===== config.mk =====
export PLATFORM = sky130hd
export DESIGN_NAME = warp_scheduler
export DESIGN_NICKNAME = d
export VERILOG_FILES = /design/src/rtl/shader_pkg.sv /design/src/rtl/warp_scheduler_rr_arbiter.sv /design/src/rtl/warp_scheduler.sv
export SDC_FILE = /design/constraint.sdc
export NUM_CORES = 1
export LEC_CHECK = 0
export ABC_AREA = 1
export ABC_CLOCK_PERIOD_IN_PS = 10100
export CAP_MARGIN = 20
export CORE_ASPECT_RATIO = 1.2
export CORE_MARGIN = 1.5
export CORE_UTILIZATION = 40
export DETAILED_ROUTE_END_ITERATION = 7
export MAX_ROUTING_LAYER = met4
export PLACE_DENSITY = 0.68
export SYNTH_ARGS = -nofsm -noshare
export SYNTH_HDL_FRONTEND = slang
export SYNTH_SLANG_ARGS = --single-unit

===== constraint.sdc =====
create_clock -name clk -period 10.1 [get_ports clk]
set_input_delay 1.515 -clock clk [delete_from_list [all_inputs] [get_ports clk]]
set_output_delay 1.515 -clock clk [all_outputs]
set_load 0.03 [all_outputs]

===== src/rtl/shader_pkg.sv =====
// rtl/shader_pkg.sv - shared types and defaults for the warp scheduler
package shader_pkg;

    typedef enum logic [1:0] {
        IDLE     = 2'd0,
        READY    = 2'd1,
        WAIT_ALU = 2'd2,
        WAIT_MEM = 2'd3
    } warp_state_e;

    localparam int NUM_WARPS_DEF   = 16;
    localparam int ALU_LATENCY_DEF = 3;

endpackage


===== src/rtl/warp_scheduler_rr_arbiter.sv =====
// rtl/warp_scheduler_rr_arbiter.sv - combinational N-way round-robin priority select
// Ports:
//   req         in  N  request vector
//   ptr         in  W  index with highest priority this cycle
//   grant_valid out 1  at least one request present
//   grant_idx   out W  first requester at or after ptr, wrapping
module rr_arbiter #(
    parameter int  N = 16,
    localparam int W = $clog2(N)
) (
    input  logic [N-1:0] req,
    input  logic [W-1:0] ptr,
    output logic         grant_valid,
    output logic [W-1:0] grant_idx
);

    logic [W-1:0] idx;

    // Walk offsets from farthest to nearest so the nearest requester is the
    // last one written; N is a power of two so the W-bit add wraps for free.
    always_comb begin
        grant_valid = 1'b0;
        grant_idx   = '0;
        idx         = '0;
        for (int i = N - 1; i >= 0; i--) begin
            idx = ptr + W'(i);
            if (req[idx]) begin
                grant_valid = 1'b1;
                grant_idx   = idx;
            end
        end
    end

endmodule


===== src/rtl/warp_scheduler.sv =====
// rtl/warp_scheduler.sv - per-warp state tracking and round-robin issue selection
// Optional build macro: WARP_SCHED_PERF_EN adds issue_count / stall_cycles.
// Ports:
//   clk, rst_n                       clock, asynchronous active-low reset
//   launch_valid/launch_id/ready     warp slot activation (ready = slot IDLE)
//   issue_valid/issue_warp/ready     offered warp, fire = valid & ready
//   issue_mem, issue_last            qualifiers of the fired instruction
//   mem_done_valid/mem_done_id       memory completion wakes a WAIT_MEM warp
//   busy, active_warps               any / count of non-IDLE warps
//   issue_count, stall_cycles        (perf build only) fire and stall counters
//   proto_err                        sticky protocol-error flag
module warp_scheduler
    import shader_pkg::*;
#(
    parameter int  NUM_WARPS   = NUM_WARPS_DEF,
    parameter int  ALU_LATENCY = ALU_LATENCY_DEF,
    localparam int WARP_ID_W   = $clog2(NUM_WARPS)
) (
    input  logic                 clk,
    input  logic                 rst_n,
    input  logic                 launch_valid,
    input  logic [WARP_ID_W-1:0] launch_id,
    output logic                 launch_ready,
    output logic                 issue_valid,
    output logic [WARP_ID_W-1:0] issue_warp,
    input  logic                 issue_ready,
    input  logic                 issue_mem,
    input  logic                 issue_last,
    input  logic                 mem_done_valid,
    input  logic [WARP_ID_W-1:0] mem_done_id,
    output logic                 busy,
    output logic [WARP_ID_W:0]   active_warps,
`ifdef WARP_SCHED_PERF_EN
    output logic [31:0]          issue_count,
    output logic [31:0]          stall_cycles,
`else
`endif
    output logic                 proto_err
);

    localparam logic [3:0]         CNT_RELOAD = 4'(ALU_LATENCY - 1);
    localparam logic [WARP_ID_W:0] ONE_CNT    = (WARP_ID_W+1)'(1);

    warp_state_e            state_q [NUM_WARPS];
    warp_state_e            state_d [NUM_WARPS];
    logic [3:0]             cnt_q   [NUM_WARPS];
    logic [3:0]             cnt_d   [NUM_WARPS];
    logic [NUM_WARPS-1:0]   ready_vec;
    logic [WARP_ID_W-1:0]   rr_ptr_q, rr_ptr_d;
    logic                   issue_valid_q, issue_valid_d;
    logic [WARP_ID_W-1:0]   issue_warp_q, issue_warp_d;
    logic [WARP_ID_W:0]     active_q, active_d;
    logic                   busy_q;
    logic                   proto_err_q, proto_err_d;
    logic                   grant_valid;
    logic [WARP_ID_W-1:0]   grant_idx;
    logic                   fire;

    assign launch_ready = (state_q[launch_id] == IDLE);
    assign fire         = issue_valid_q & issue_ready;

    always_comb begin
        for (int w = 0; w < NUM_WARPS; w++) begin
            ready_vec[w] = (state_q[w] == READY);
        end
    end

    rr_arbiter #(.N(NUM_WARPS)) u_arb (
        .req         (ready_vec),
        .ptr         (rr_ptr_q),
        .grant_valid (grant_valid),
        .grant_idx   (grant_idx)
    );

    always_comb begin
        proto_err_d = proto_err_q;
        // A mem_done racing its own fire also lands here: the warp is still READY.
        if (launch_valid && !launch_ready) proto_err_d = 1'b1;
        if (mem_done_valid && state_q[mem_done_id] != WAIT_MEM) proto_err_d = 1'b1;

        active_d = '0;
        for (int w = 0; w < NUM_WARPS; w++) begin
            state_d[w] = state_q[w];
            cnt_d[w]   = cnt_q[w];
            case (state_q[w])
                IDLE: begin
                    if (launch_valid && launch_id == WARP_ID_W'(w)) state_d[w] = READY;
                end
                WAIT_ALU: begin
                    if (cnt_q[w] == 4'd0) state_d[w] = READY;
                    else                  cnt_d[w]   = cnt_q[w] - 4'd1;
                end
                WAIT_MEM: begin
                    if (mem_done_valid && mem_done_id == WARP_ID_W'(w)) state_d[w] = READY;
                end
                default: ;
            endcase
            // The fire update has the last word for the warp being issued.
            if (fire && issue_warp_q == WARP_ID_W'(w)) begin
                if (issue_last) begin
                    state_d[w] = IDLE;
                end else if (issue_mem) begin
                    state_d[w] = WAIT_MEM;
                end else begin
                    state_d[w] = WAIT_ALU;
                    cnt_d[w]   = CNT_RELOAD;
                end
            end
            if (state_d[w] != IDLE) active_d = active_d + ONE_CNT;
        end
    end

    // Once offered, the warp is locked until fire; the cycle after fire is
    // always a bubble so the arbiter sees the post-issue state vector.
    always_comb begin
        if (issue_valid_q) begin
            issue_valid_d = !fire;
            issue_warp_d  = issue_warp_q;
        end else begin
            issue_valid_d = grant_valid;
            issue_warp_d  = grant_valid ? grant_idx : issue_warp_q;
        end
        rr_ptr_d = fire ? issue_warp_q + WARP_ID_W'(1) : rr_ptr_q;
    end

    always_ff @(posedge clk or negedge rst_n) begin
        if (!rst_n) begin
            for (int w = 0; w < NUM_WARPS; w++) begin
                state_q[w] <= IDLE;
                cnt_q[w]   <= 4'd0;
            end
            rr_ptr_q      <= '0;
            issue_valid_q <= 1'b0;
            issue_warp_q  <= '0;
            active_q      <= '0;
            busy_q        <= 1'b0;
            proto_err_q   <= 1'b0;
        end else begin
            for (int w = 0; w < NUM_WARPS; w++) begin
                state_q[w] <= state_d[w];
                cnt_q[w]   <= cnt_d[w];
            end
            rr_ptr_q      <= rr_ptr_d;
            issue_valid_q <= issue_valid_d;
            issue_warp_q  <= issue_warp_d;
            active_q      <= active_d;
            busy_q        <= (active_d != '0);
            proto_err_q   <= proto_err_d;
        end
    end

    assign issue_valid  = issue_valid_q;
    assign issue_warp   = issue_warp_q;
    assign active_warps = active_q;
    assign busy         = busy_q;
    assign proto_err    = proto_err_q;

`ifdef WARP_SCHED_PERF_EN
    logic [31:0] issue_count_q, stall_cycles_q;

    always_ff @(posedge clk or negedge rst_n) begin
        if (!rst_n) begin
            issue_count_q  <= '0;
            stall_cycles_q <= '0;
        end else begin
            if (fire)                    issue_count_q  <= issue_count_q + 32'd1;
            if (busy_q && !issue_valid_q) stall_cycles_q <= stall_cycles_q + 32'd1;
        end
    end

    assign issue_count  = issue_count_q;
    assign stall_cycles = stall_cycles_q;
`else
    // Default build carries no performance counters.
`endif

endmodule


==> qor.yml, run 1 <==
outcome: "finished, final reports clean"
crit_family: "adder cells"
ioPinCount: 28
critPathKind: "in -> reg"
synthArstFlopShare: 1.000
crit_path_end: "busy$_DFF_PN0_"
required_ps: 10360
tightestPinTransition_ps: 814.2
worstPathArrival_ps: 9830
hold_viol_final: 0
fp.dieW_microns: 147.6
numCtsBuffers: 9
cts_tree: "yes"
drt_wl_total_mm: 27.45
syn-num-nets: 1626
dp_cells: 1932
grt_overflow: 0
synth-seq-area-share: 0.2793
maxSlewViolCount: 0
cpPeakStageDelay_ps: 470
final.min_clock_period_ps: 9576
post_drt_wl_per_cell_microns: 14.08
fillers: 2539
startpoint: "launch_id[3]"
synth_area_sq_um: 10040
ant_nets: 0
cts_hold_buf: 0
drive_gt1_frac: 0.09612
regArea_sq_um: 2803
synthFlopType: "dfrtp_1"
slew_headroom: 0.4572
core_area_sq_um: 24670
fp-row-count: 63
rr_startpoint: "cnt_q[56]$_DFF_PN0_"
setup_violations: 0
die_y_microns: 176.5
grt_pass1_vias: 9632
synth.area.top_cells: "dfrtp_1 (28%), nand2_1 (14%), inv_1 (11%)"
hold_path_class: "reg -> reg"
hpwl_mm: 22.25
cp_num_cells: 53
fin_setup_tns_ps: 0
multi_input_area_sq_um: 6047
cp_num_buf_inv: 9
start_util: 0.4068
cts.path.max_buffers: 2
layout_commonest_cell: "nand2_1"
synth_top_area_cell: "dfrtp_1"
dr_total_vias: 10040
yosys_warnings: 0
grt_start_max_net_pins: 58
gp_congestion: 0.9731
r2r_cells: 56
cp-end-kind: "flop"
grt_antenna_before_repair: 1
max_freq_mhz: 104.4
grt_pass1_wl_mm: 45.51
timing.hold.ws_ps: 492.5
cap_violations: 0
root_buffer: "clkbuf_16"
cts.sinks: 112
skew_ps: 12.69
final_cell_mix: "nand2_1 (382), inv_1 (293), nor2_1 (160)"
post-place-ws_ps: -218.5
fin_nets: 1675
vias_per_cell: 5.151
yosys.area.top_type_share: 0.2793
dieArea_sq_um: 26050
drcViolationCount: 0
clk_pin_slew_worst_paths_ps: 90
clock_latency_ps: 370
area_growth_pct: 11.61
first_iter_violations: 645
fin_crit_sh: 0.9481
crit_fanout: 4
reg2reg_slack_ps: 1010
portBuffers: 27
synth-edff-count: 0
r2r-end: "busy$_DFF_PN0_"
ys_types: 51
ys_seq_elements: 112
netlist_instances: 1569
fin_cells: 1950
cp_slowest_cell: "clkdlybuf4s50_1"
syn_avg_cell_area_sq_um: 6.396
dr.pass1.iters: 8
htreeDepth: 3
cp-start-kind: "input port"
track_usage: 0.2232
timing.final.ws_setup_ps: 524.2
-- how the worst min path moves through the flow --
stage,startpoint,endpoint,slack (ps),cells after the start
global route,cnt_q[20]$_DFF_PN0_,cnt_q[20]$_DFF_PN0_,510,1
CTS,cnt_q[20]$_DFF_PN0_,cnt_q[20]$_DFF_PN0_,490,1
detailed placement,cnt_q[20]$_DFF_PN0_,cnt_q[20]$_DFF_PN0_,480,1
finish,cnt_q[20]$_DFF_PN0_,cnt_q[20]$_DFF_PN0_,490,1
floorplan,cnt_q[16]$_DFF_PN0_,cnt_q[16]$_DFF_PN0_,460,1
global placement,cnt_q[20]$_DFF_PN0_,cnt_q[20]$_DFF_PN0_,470,1
-- kinds of logic (layout without fill, tap and decap cells) --
| family | count (synthesis) | after routing | synth area share |
|---|---|---|---|
| DFF | 112 | 112 | 0.2793 |
| other | 0 | 2 | 0 |
| muxes | 13 | 13 | 0.01297 |
| and+or+nand+nor | 778 | 778 | 0.3490 |
| buffers and inverters | 329 | 383 | 0.1237 |
| AOI/OAI and AO/OA | 279 | 279 | 0.1688 |
| adders and majority gates | 42 | 42 | 0.05236 |
| xor gates and xnor gates | 16 | 16 | 0.01396 |
-- worst register-to-register path: cells and delay by family (launching register included) --
| family | cells | cell delay, ps |
|---|---|---|
| adder cells (fa/ha/maj) | 11 | 2870 |
| buffers and inverters | 9 | 580 |
| AND/OR/NAND/NOR | 24 | 3060 |
| AO/OA/AOI/OAI | 12 | 2060 |
| flip-flops | 1 | 380 |
-- through the flow --
stage	cell area (sq um)	utilization
finish	11200	0.4540
global route	11200	0.4539
CTS	11130	0.4511
detailed placement	10850	0.4396
global placement	10850	0.4396
floorplan	10040	-
-- routing by layer --
metal  up-vias  part of all wire  GRT usage
li1       5150                 -          -
met2       235              0.49     0.3857
met5         -                 0          -
met3        64             0.040    0.02429
met1      4595              0.43     0.2615
met4         0             0.036    0.09708
-- final cells by class --
| cell class | instances | share of cell area |
|---|---|---|
| timing repair buffer | 54 | 0.04290 |
| clock buffer | 9 | 0.02011 |
| tap | 325 | 0.03630 |
| multi-input combinational | 1128 | 0.5399 |
| antenna | 2 | 0.0004468 |
| clock inverter | 7 | 0.005250 |
| inverter | 313 | 0.1049 |
| sequential | 112 | 0.2502 |
-- state kept, by name (all words and copies together) (netlist names) --
| name | count |
|---|---|
| active_warps | 5 |
| rr_ptr_q | 4 |
| issue_valid | 1 |
| cnt_q | 64 |
| busy | 1 |
| state_q | 32 |
| issue_warp | 4 |
| proto_err | 1 |
-- synthesized netlist by cell type (15+ instances only) --
cell type / number
nand3_1: 107
o21ai_0: 101
nand3_2: 18
ha_1: 42
a21oi_1: 53
nor3_1: 21
dfrtp_1: 112
nand2_1: 383
nor2_1: 165
inv_1: 293
o22ai_1: 24
o211ai_1: 24
inv_2: 15
nand2_2: 29
-- repair_timing --
| item | CTS | global route |
|---|---|---|
| gates resized for setup | 0 | 20 |
| setup buffers | 0 | 0 |
| endpoints found under the setup margin | 0 | 5 |
Power of run 1 is left out: the tool's default activity adds up to more than one toggle a clock period on the data nets, which glitch-free logic cannot reach.
==> run 2: changes to the inputs <==
--- a/config.mk
+++ b/config.mk
@@ -7,7 +7,7 @@
 export LEC_CHECK = 0
 export ABC_AREA = 1
 export ABC_CLOCK_PERIOD_IN_PS = 10100
-export CAP_MARGIN = 20
+export CAP_MARGIN = 30
 export CORE_ASPECT_RATIO = 1.2
 export CORE_MARGIN = 1.5
 export CORE_UTILIZATION = 40
@@ -17,3 +17,4 @@
 export SYNTH_ARGS = -nofsm -noshare
 export SYNTH_HDL_FRONTEND = slang
 export SYNTH_SLANG_ARGS = --single-unit
+export TNS_END_PERCENT = 30
==> results of run 2 <==
Final layout, timing and power as in run 1 (identical DEF).
Power of run 2 is left out for the same reason.
